[src/rtl/io_timer_pkg.sv]
// Shared constants for the io_timer bus-mapped timer/counter: register map,
// bit positions, widths and the prescaler limit helper.
package io_timer_pkg;

    localparam int unsigned ADDR_W  = 16;
    localparam int unsigned DATA_W  = 8;
    localparam int unsigned CNT_W   = 16;
    localparam int unsigned PS_W    = 3;
    localparam int unsigned PRE_W   = 8;
    localparam int unsigned CTRL_W  = 7;

    localparam logic [2:0] OFF_CTRL   = 3'd0;
    localparam logic [2:0] OFF_STATUS = 3'd1;
    localparam logic [2:0] OFF_CNT_LO = 3'd2;
    localparam logic [2:0] OFF_CNT_HI = 3'd3;
    localparam logic [2:0] OFF_CMP_LO = 3'd4;
    localparam logic [2:0] OFF_CMP_HI = 3'd5;

    localparam int unsigned CTRL_EN     = 0;
    localparam int unsigned CTRL_MIE    = 1;
    localparam int unsigned CTRL_OIE    = 2;
    localparam int unsigned CTRL_CLR    = 3;
    localparam int unsigned CTRL_PS_LSB = 4;

    localparam int unsigned STAT_MF = 0;
    localparam int unsigned STAT_OF = 1;

    localparam logic [CNT_W-1:0] CMP_RST = 16'hFFFF;

    // Terminal value of the prescaler for a given PS setting: (1<<ps)-1.
    function automatic logic [PRE_W-1:0] ps_limit(input logic [PS_W-1:0] ps);
        return (PRE_W'(1) << ps) - PRE_W'(1);
    endfunction

endpackage

[src/rtl/io_timer_if.sv]
// CPU data-memory/IO bus as seen by the timer, plus its interrupt line.
interface io_timer_if;

    logic [io_timer_pkg::ADDR_W-1:0] io_addr;
    logic [io_timer_pkg::DATA_W-1:0] io_wdata;
    logic                            io_we;
    logic                            io_re;
    logic [io_timer_pkg::DATA_W-1:0] io_rdata;
    logic                            io_rvalid;
    logic                            irq;

    modport master (
        output io_addr, io_wdata, io_we, io_re,
        input  io_rdata, io_rvalid, irq
    );

    modport slave (
        input  io_addr, io_wdata, io_we, io_re,
        output io_rdata, io_rvalid, irq
    );

endinterface

[src/rtl/timer_prescaler.sv]
// Divides the clock by 2^ps while enabled; tick_c is high on the cycle whose
// rising edge should advance the counter.
module timer_prescaler
    import io_timer_pkg::*;
(
    input  logic            clk,
    input  logic            rst_n,
    input  logic            en,
    input  logic [PS_W-1:0] ps,
    input  logic            clear,
    output logic            tick_c
);

    logic [PRE_W-1:0] p_q;
    logic [PRE_W-1:0] p_d;

    assign tick_c = en && (p_q == ps_limit(ps));

    always_comb begin
        p_d = p_q + PRE_W'(1);
        if (!en || clear || tick_c) begin
            p_d = '0;
        end
    end

    always_ff @(posedge clk or negedge rst_n) begin
        if (!rst_n) begin
            p_q <= '0;
        end else begin
            p_q <= p_d;
        end
    end

endmodule

[src/rtl/io_timer.sv]
// Memory-mapped 16-bit timer/counter with compare, overflow and a level irq.
// BASE_ADDR must be 8-byte aligned; the low three address bits select a register.
module io_timer
    import io_timer_pkg::*;
#(
    parameter logic [ADDR_W-1:0] BASE_ADDR = 16'h1010
)
(
    input  logic        clk,
    input  logic        rst_n,
    io_timer_if.slave   bus
);

    logic [CTRL_W-1:0] ctrl_q, ctrl_d;
    logic              mf_q, mf_d;
    logic              of_q, of_d;
    logic [CNT_W-1:0]  cnt_q, cnt_d;
    logic [CNT_W-1:0]  cmp_q, cmp_d;
    logic [DATA_W-1:0] temp_q, temp_d;
    logic [DATA_W-1:0] rdata_q, rdata_d;
    logic              rvalid_q, rvalid_d;

    logic              hit_c;
    logic [2:0]        off_c;
    logic              wr_c;
    logic              rd_c;
    logic              wr_ctrl_c;
    logic              tick_c;
    logic              match_c;
    logic              clr_c;
    logic [DATA_W-1:0] rd_mux_c;

    assign hit_c     = (bus.io_addr[ADDR_W-1:3] == BASE_ADDR[ADDR_W-1:3]);
    assign off_c     = bus.io_addr[2:0];
    assign wr_c      = bus.io_we && hit_c;
    assign rd_c      = bus.io_re && hit_c;
    assign wr_ctrl_c = wr_c && (off_c == OFF_CTRL);
    assign match_c   = (cnt_q == cmp_q);
    assign clr_c     = ctrl_q[CTRL_CLR];

    timer_prescaler u_prescaler (
        .clk    (clk),
        .rst_n  (rst_n),
        .en     (ctrl_q[CTRL_EN]),
        .ps     (ctrl_q[CTRL_PS_LSB +: PS_W]),
        .clear  (wr_ctrl_c),
        .tick_c (tick_c)
    );

    // Read mux over pre-edge state.
    always_comb begin
        rd_mux_c = '0;
        case (off_c)
            OFF_CTRL:   rd_mux_c = {1'b0, ctrl_q};
            OFF_STATUS: rd_mux_c = {6'b0, of_q, mf_q};
            OFF_CNT_LO: rd_mux_c = cnt_q[7:0];
            OFF_CNT_HI: rd_mux_c = temp_q;
            OFF_CMP_LO: rd_mux_c = cmp_q[7:0];
            OFF_CMP_HI: rd_mux_c = cmp_q[15:8];
            default:    rd_mux_c = '0;
        endcase
    end

    // Next-state: later assignments carry priority (flag set over W1C, CPU CNT write over tick).
    always_comb begin
        ctrl_d   = ctrl_q;
        mf_d     = mf_q;
        of_d     = of_q;
        cnt_d    = cnt_q;
        cmp_d    = cmp_q;
        temp_d   = temp_q;
        rvalid_d = rd_c;
        rdata_d  = rd_c ? rd_mux_c : '0;

        if (wr_ctrl_c) begin
            ctrl_d = bus.io_wdata[CTRL_W-1:0];
        end

        if (wr_c && ((off_c == OFF_CNT_HI) || (off_c == OFF_CMP_HI))) begin
            temp_d = bus.io_wdata;
        end else if (rd_c && (off_c == OFF_CNT_LO)) begin
            temp_d = cnt_q[15:8];
        end

        if (wr_c && (off_c == OFF_STATUS)) begin
            if (bus.io_wdata[STAT_MF]) mf_d = 1'b0;
            if (bus.io_wdata[STAT_OF]) of_d = 1'b0;
        end

        if (tick_c) begin
            if (match_c) begin
                mf_d  = 1'b1;
                cnt_d = clr_c ? '0 : cnt_q + CNT_W'(1);
                if (!clr_c && (cnt_q == CMP_RST)) begin
                    of_d = 1'b1;
                end
            end else if (cnt_q == CMP_RST) begin
                of_d  = 1'b1;
                cnt_d = '0;
            end else begin
                cnt_d = cnt_q + CNT_W'(1);
            end
        end

        if (wr_c && (off_c == OFF_CNT_LO)) begin
            cnt_d = {temp_q, bus.io_wdata};
        end
        if (wr_c && (off_c == OFF_CMP_LO)) begin
            cmp_d = {temp_q, bus.io_wdata};
        end
    end

    always_ff @(posedge clk or negedge rst_n) begin
        if (!rst_n) begin
            ctrl_q   <= '0;
            mf_q     <= 1'b0;
            of_q     <= 1'b0;
            cnt_q    <= '0;
            cmp_q    <= CMP_RST;
            temp_q   <= '0;
            rdata_q  <= '0;
            rvalid_q <= 1'b0;
        end else begin
            ctrl_q   <= ctrl_d;
            mf_q     <= mf_d;
            of_q     <= of_d;
            cnt_q    <= cnt_d;
            cmp_q    <= cmp_d;
            temp_q   <= temp_d;
            rdata_q  <= rdata_d;
            rvalid_q <= rvalid_d;
        end
    end

    assign bus.io_rdata  = rdata_q;
    assign bus.io_rvalid = rvalid_q;
    assign bus.irq       = (mf_q & ctrl_q[CTRL_MIE]) | (of_q & ctrl_q[CTRL_OIE]);

endmodule

[src/flat_wrapper.sv]
// flat-port wrapper written by rule: the top's interface ports become plain ports
module io_timer_flat import io_timer_pkg::*;
#(
    parameter logic [ADDR_W-1:0] BASE_ADDR = 16'h1010
)
  (clk, rst_n, bus_io_addr, bus_io_wdata, bus_io_we, bus_io_re, bus_io_rdata, bus_io_rvalid, bus_irq);
  io_timer_if bus_i ();
  input  logic clk;
  input  logic rst_n;
  input wire logic [$bits(bus_i.io_addr)-1:0] bus_io_addr;
  input wire logic [$bits(bus_i.io_wdata)-1:0] bus_io_wdata;
  input wire logic [$bits(bus_i.io_we)-1:0] bus_io_we;
  input wire logic [$bits(bus_i.io_re)-1:0] bus_io_re;
  output wire logic [$bits(bus_i.io_rdata)-1:0] bus_io_rdata;
  output wire logic [$bits(bus_i.io_rvalid)-1:0] bus_io_rvalid;
  output wire logic [$bits(bus_i.irq)-1:0] bus_irq;
  assign bus_i.io_addr = bus_io_addr;
  assign bus_i.io_wdata = bus_io_wdata;
  assign bus_i.io_we = bus_io_we;
  assign bus_i.io_re = bus_io_re;
  assign bus_io_rdata = bus_i.io_rdata;
  assign bus_io_rvalid = bus_i.io_rvalid;
  assign bus_irq = bus_i.irq;
  io_timer #(.BASE_ADDR(BASE_ADDR)) u_core (.clk(clk), .rst_n(rst_n), .bus(bus_i));
endmodule
[config.mk]
export PLATFORM = sky130hd
export DESIGN_NAME = io_timer_flat
export DESIGN_NICKNAME = d
export VERILOG_FILES = /design/src/rtl/io_timer_pkg.sv /design/src/rtl/io_timer_if.sv /design/src/rtl/timer_prescaler.sv /design/src/rtl/io_timer.sv /design/src/flat_wrapper.sv
export SDC_FILE = /design/constraint.sdc
export NUM_CORES = 1
export LEC_CHECK = 0
export CAP_MARGIN = 20
export CORE_UTILIZATION = 28
export DETAILED_ROUTE_END_ITERATION = 7
export SYNTH_ARGS = -nofsm -noshare
export SYNTH_HDL_FRONTEND = slang
export SYNTH_SLANG_ARGS = --single-unit
[constraint.sdc]
create_clock -name clk -period 4.5 [get_ports clk]
set_input_delay 0.9 -clock clk [delete_from_list [all_inputs] [get_ports clk]]
set_output_delay 0.9 -clock clk [all_outputs]
set_load 0.02 [all_outputs]
==> results of run 1 <==
==> cells in the mapped netlist (2+ instances only) <==
library cell,n
buf_4,2
a21oi_1,30
a22o_1,2
mux2_1,17
nand3_1,15
a22oi_1,2
dfrtp_1,50
and3_1,4
nor2b_1,3
dfstp_2,16
a32oi_1,12
mux2i_1,16
ha_1,3
and2_1,5
clkbuf_1,22
a211oi_1,2
o211ai_1,2
and4_1,4
nor2_1,35
nor3_1,18
inv_1,8
nand2_1,38
nand3b_1,2
o21ai_1,14
mux2_2,7
nand4_1,10
o21ai_0,8
xor2_1,6
nor4_1,2
xnor2_1,20
a221oi_1,7
nand2b_1,3
==> flip-flops by register name, summed over array words and instances, names as in the netlist <==
register / flops
u_core.bus.io_rvalid: 1
u_core.temp_q: 8
u_core.u_prescaler.p_q: 8
u_core.of_q: 1
u_core.mf_q: 1
u_core.ctrl_q: 7
u_core.cnt_q: 16
u_core.bus.io_rdata: 8
u_core.cmp_q: 16
==> worst max-delay path, cell delays in order <==
cell,delay [ns]
clkdlybuf4s50_1,0.82
nor3b_2,0.78
nand3_1,0.59
mux2i_1,0.32
a21oi_1,0.11
==> power by group through the flow <==
stage	clock network (uW)	logic, uW	registers [uW]
floorplan	0	17.7	605
global placement	0	62.7	606
detailed placement	0	63.8	606
CTS	705	64.2	596
global route	730	69.4	596
finish	695	63.0	596
==> through the flow <==
| stage | power (uW) | cells | hold slack, ns | instance area (um^2) | worst slack [ns] |
|---|---|---|---|---|---|
| 2_1_floorplan | 623 | 408 | 0.455 | 3900 | 1.69 |
| 3_3_place_gp | 668 | 598 | 0.489 | 4410 | 0.885 |
| 3_5_place_dp | 670 | 598 | 0.493 | 4410 | 0.846 |
| 4_1_cts | 1370 | 614 | 0.504 | 4700 | 1.14 |
| 5_1_grt | 1400 | 615 | 0.532 | 4700 | 0.959 |
| 6_report | 1350 | 615 | 0.508 | 4700 | 1.14 |
==> how the worst max path moves through the flow <==
stage	from	end	slack (ns)	cells after the start
2_1_floorplan	u_core.ctrl_q[6]	u_core.cnt_q[6]	1.69	10
3_5_place_dp	bus_io_addr[0]	u_core.temp_q[6]	0.85	5
4_1_cts	bus_io_addr[0]	u_core.temp_q[3]	1.14	5
6_report	bus_io_addr[0]	u_core.temp_q[3]	1.14	5
5_1_grt	bus_io_addr[0]	u_core.u_prescaler.p_q[5]	0.96	5
3_3_place_gp	bus_io_addr[0]	u_core.temp_q[7]	0.89	5
==> final cells by class <==
cell class / count / area, um^2 / share of cell area
multi-input combinational: 307 / 2090 / 0.445
clock buffer: 13 / 250 / 0.0532
inverter: 9 / 33.8 / 0.00718
timing repair buffer: 41 / 395 / 0.0841
tap: 176 / 220 / 0.0468
sequential: 66 / 1670 / 0.355
clock inverter: 3 / 40.0 / 0.00851
==> logic make-up (layout without fill, tap and decap cells) <==
kind of cell,Yosys count,in the layout,synth area share
fa+ha+maj,3,3,0.00963
flops,66,66,0.429
compound gates,88,88,0.153
xor+xnor,26,26,0.0584
simple gates,149,149,0.199
mux,41,41,0.116
buf+inv,35,66,0.0359
==> per-layer routing <==
layer	up-vias	track usage
li1	1545	-
met1	1607	0.204
met2	99	0.263
met3	14	0.0295
met4	0	0.0594
met5	-	0
==> results.tsv, run 1 <==
stage	metric	value	unit
synthesis	ys_warn_count	0	
power	power_density	288	nW/um^2
cells_and_area	fill_cells	1337	
setup_path	reg2reg_to	u_core.of_q	
grt	grt_overflow	0	
place	routabilityCongestion	0.871	
sta	clock_skew	0.0112	ns
synthesis	syn_inst	408	
place	portBuffers	37	
floorplan	die_w	120	um
sta	final_hold_viol_count	0	
synthesis	synth_edf_count	0	
floorplan	core	13400	um^2
setup_path	cp-end-kind	flop	
setup_path	r2r_start	u_core.ctrl_q[5]	
sta	setup_viol	0	
floorplan	start_util	0.291	
sta	rsz0062_at_grt	false	
sta	relSlewSlack	0.462	
floorplan	die_h	120	um
synthesis	ys.flop_type	dfrtp_1	
synthesis	ys_top_cells_by_area	dfrtp_1, dfstp_2, mux2_1	
power	combPwrFrac	0.047	
cells_and_area	drive_above_1_share	0.118	
grt	grt_max_degree	38	
clock_tree	numCtsBuffers	9	
setup_path	worst-path-max-fanout	18	
min_path	whs_path_depth	2	
place	place_hpwl	7740	um
synthesis	synth_top_area_share	0.321	
route	routed.top_layer	met4	
grt	antenna_found_initial	0	
min_path	whs_endpoint	u_core.of_q	
synthesis	syn_area	3900	um^2
floorplan	num_rows	42	
power	sequentialPowerShare	0.440	
cells_and_area	final_util	0.351	
floorplan	io_pins	38	
power	internal-power	1070	uW
synthesis	ys_types	55	
route	antenna_left	0	
sta	fmax	298	MHz
sta	fin_crit	3.36	ns
min_path	hold_class	reg -> reg	
clock_tree	clock_latency	0.34	ns
clock_tree	clock-sinks	66	
route	wl_met1	4790	um
synthesis	syn_nets	439	
sta	drv_slew	0	
clock_tree	path_clk_slew	0.05	ns
route	vias	3265	
synthesis	ys_seq_elements	66	
clock_tree	tritoncts	done	
clock_tree	cts_root_buffer	clkbuf_16	
synthesis	avgSynthCellArea	9.56	um^2
power	p_leak	0.00187	uW
grt	grt_pass1_vias	3220	
clock_tree	cts_max_level	3	
setup_path	critical_path_class	in -> reg	
power	vdd_drop_max	182	uV
cells_and_area	layout_common_cells	dfrtp_1, nand2_1, clkdlybuf4s50_1	
synthesis	synth_top_area_cell	dfrtp_1	
clock_tree	clk_path_buf_depth	2	
clock_tree	post_cts_buffers	0	
route	routedWlPerCell	17.6	um
synthesis	async_flop_share	1.00	
setup_path	crit_arrival	3.53	ns
grt	grt_usage	0.159	
setup_path	reg2reg_depth	8	
setup_path	startpoint_type	input port	
power	p_sw	289	uW
outcome	status	finished clean	
route	viasPerCell	5.31	
cells_and_area	areaGrowthSynthToFinish	20.6	%
sta	tightest_slew	0.804	ns
clock_tree	cts_hold_buf	0	
setup_path	r2r_slack	1.17	ns
power	swShare	0.213	
route	first_pass_iters	4	
route	detail_route.drc_violations	0	
power	clkPwrFrac	0.513	
grt	grt_pass1_wl	17400	um
clock_tree	post_cts_resized	0	
floorplan	dieArea	14400	um^2
min_path	hp-start	u_core.of_q	
cells_and_area	insertedDiodeCount	0	
route	routed_wl	10800	um
run	maxCapViolations	0	
route	wl_met2	5290	um
cells_and_area	final_common_cell	dfrtp_1	
route	wl_met3	578	um
route	dr.first_iter.drc_count	332	
setup_path	worstPathRequired	4.67	ns
synthesis	yosysSeqAreaShare	0.429	
sta	setup_tns	0	ns
sta	min_period_over_period	0.746	
cells_and_area	nets	465	
No activity file was read; power rests on OpenSTA's default activity.
==> run 2, diff against run 1 <==
==> constraint.sdc (replaced) <==
create_clock -name clk -period 3.3 [get_ports clk]
set_input_delay 0.66 -clock clk [delete_from_list [all_inputs] [get_ports clk]]
set_output_delay 0.66 -clock clk [all_outputs]
set_load 0.02 [all_outputs]
==> run 2 against run 1 <==
Compared with the run above: combinational power rose by 44%; setup slack got worse by 0.82 ns; clock power rose by 47%.
==> results.tsv, run 2 (same netlist as run 1, synthesis figures left out) <==
stage	metric	value	unit	change
place	portBuffers	37		unchanged
sta	tightest_slew	0.809	ns	+0.00429 ns
route	routed_wl	11100	um	+2.6%
setup_path	worst-path-buf-inv	1		unchanged
route	wl_met3	710	um	+23%
route	vias	3349		+2.6%
cells_and_area	final_cell_area	4820	um^2	+2.4%
route	antenna_left	0		unchanged
power	p_leak	0.00192	uW	+3.0%
grt	grt_pass1_vias	3398		+5.5%
clock_tree	clk_path_buf_depth	2		unchanged
route	routed.top_layer	met4		
floorplan	die_h	120	um	unchanged
setup_path	reg2reg_to	u_core.cnt_q[15]		
place	place_hpwl	8000	um	+3.4%
clock_tree	numCtsBuffers	9		unchanged
setup_path	startpoint_type	flop		
route	wl_met2	5330	um	+0.74%
setup_path	r2r_start	u_core.ctrl_q[4]		
setup_path	crit_path_cell_trace	or3_1 > ha_1 > o21ba_1 > o311ai_1 > o211a_4 > and3_1 > buf_4 > a32oi_1 > o21ai_1		
cells_and_area	drive_above_1_share	0.145		+0.0266
route	detail_route.drc_violations	0		unchanged
grt	antenna_found_initial	0		unchanged
setup_path	cp-end-kind	flop		
floorplan	io_pins	38		unchanged
cells_and_area	reg.largest.list	u_core.cmp_q: 16 flops, u_core.cnt_q: 16 flops		
clock_tree	cts_root_buffer	clkbuf_16		
sta	fmax	336	MHz	
clock_tree	tritoncts	done		
floorplan	core	13400	um^2	unchanged
clock_tree	clock_latency	0.33	ns	about the same
grt	grt_usage	0.162		+0.00329
sta	drv_slew	0		unchanged
cells_and_area	final_util	0.359		+0.00850
sta	hold_ws	0.414	ns	-0.0943 ns
floorplan	start_util	0.291		unchanged
floorplan	dieArea	14400	um^2	unchanged
clock_tree	cts_max_level	3		unchanged
setup_path	cp_slowest_stage_delay	0.51	ns	-0.31 ns
cells_and_area	layout_common_cells	dfrtp_1, nand2_1, clkdlybuf4s50_1		
setup_path	critical_path_class	reg -> reg		
cells_and_area	areaGrowthSynthToFinish	23.5	%	
grt	grt_pass1_wl	17900	um	+3.1%
sta	min_period_over_period	0.902		
route	viasPerCell	5.37		+1.1%
clock_tree	clock-sinks	66		unchanged
sta	rsz0062_at_grt	false		
sta	setup_tns	0	ns	unchanged
setup_path	r2r_slack	0.32	ns	-0.85 ns
route	dr.first_iter.drc_count	305		-8.1%
sta	final_hold_viol_count	0		unchanged
floorplan	die_w	120	um	unchanged
cells_and_area	final_common_cell	dfrtp_1		
setup_path	crit_arrival	3.23	ns	-0.30 ns
sta	setup_viol	0		unchanged
route	wl_met1	4740	um	-0.92%
outcome	status	finished clean		
cells_and_area	insertedDiodeCount	0		unchanged
power	vdd_drop_max	236	uV	+30%
place	place_area	4490	um^2	+2.0%
setup_path	slowest_stage	dfrtp_1		
run	maxCapViolations	0		unchanged
power	power_density	400	nW/um^2	+39%
grt	grt_overflow	0		unchanged
min_path	hold_class	in -> async		
setup_path	critical-path-top-delay-family	compound AO/OA/AOI/OAI gates		
place	routabilityCongestion	0.904		+3.7%
cells_and_area	nets	474		+1.9%
sta	relSlewSlack	0.461		-0.00118
setup_path	worstPathRequired	3.56	ns	-1.11 ns
route	first_pass_iters	5		+1
route	routedWlPerCell	17.8	um	+1.1%
setup_path	reg2reg_depth	9		+1
floorplan	num_rows	42		unchanged
grt	grt_max_degree	37		-2.6%
setup_path	worst-path-max-fanout	13		-5
sta	fin_crit	2.98	ns	
clock_tree	path_clk_slew	0.06	ns	about the same
sta	clock_skew	0.00486	ns	-0.00633 ns
[run 2: cell types whose count changed in the layout (fill, tap and decap cells not counted)]
cell,change
clkbuf_1,-3
buf_4,+8
clkinv_4,+1
clkbuf_8,-1
clkinvlp_4,+2
buf_12,+1
o311ai_0,-1
nand3_1,-1
o311ai_1,+1
bufinv_16,+1
nand3_2,+1
[run 2: what timing repair did]
item / CTS / global route
hold buffers: 0 / 0
setup buffers: 0 / 0
setup endpoints to repair: 0 / 12
resized for setup: 0 / 2
[run 2: per-stage QoR]
step,cells,total power (uW),setup WS [ns]
after global placement,608,916,0.217
after CTS,624,1940,0.114
after detailed placement,608,917,0.120
after global routing,624,1990,0.0536
after floorplan,408,850,0.490
final,624,1930,0.324
[run 2: worst max-delay path by stage]
stage	start	endpoint	slack (ns)	cells past startpoint
final	u_core.ctrl_q[4]	u_core.cnt_q[15]	0.32	9
after global routing	u_core.ctrl_q[4]	u_core.cnt_q[13]	0.05	9
after CTS	u_core.ctrl_q[4]	u_core.cnt_q[15]	0.11	8
after detailed placement	u_core.ctrl_q[4]	u_core.cnt_q[15]	0.12	8
after global placement	u_core.ctrl_q[4]	u_core.cnt_q[15]	0.22	8
after floorplan	u_core.ctrl_q[6]	u_core.cnt_q[6]	0.49	10
[run 2: report_power, final]
| part | internal [uW] | switching [uW] | total [uW] |
|---|---|---|---|
| logic | 41.4 | 49.1 | 90.5 |
| clock network | 659 | 366 | 1020 |
| registers | 811 | 1.09 | 812 |
| total | 1510 | 416 | 1930 |
[run 2: per-layer routing]
metal | global-route usage | up-vias
met5 | 0 | -
li1 | - | 1562
met4 | 0.0766 | 0
met2 | 0.271 | 127
met3 | 0.0299 | 24
met1 | 0.201 | 1636
[run 2: layout make-up]
class,instances,area [um^2]
clock buffer,9,225
multi-input combinational,307,2100
tap,176,220
sequential,66,1670
clock inverter,7,93.8
timing repair buffer,50,475
fill,1370,8580
inverter,9,33.8
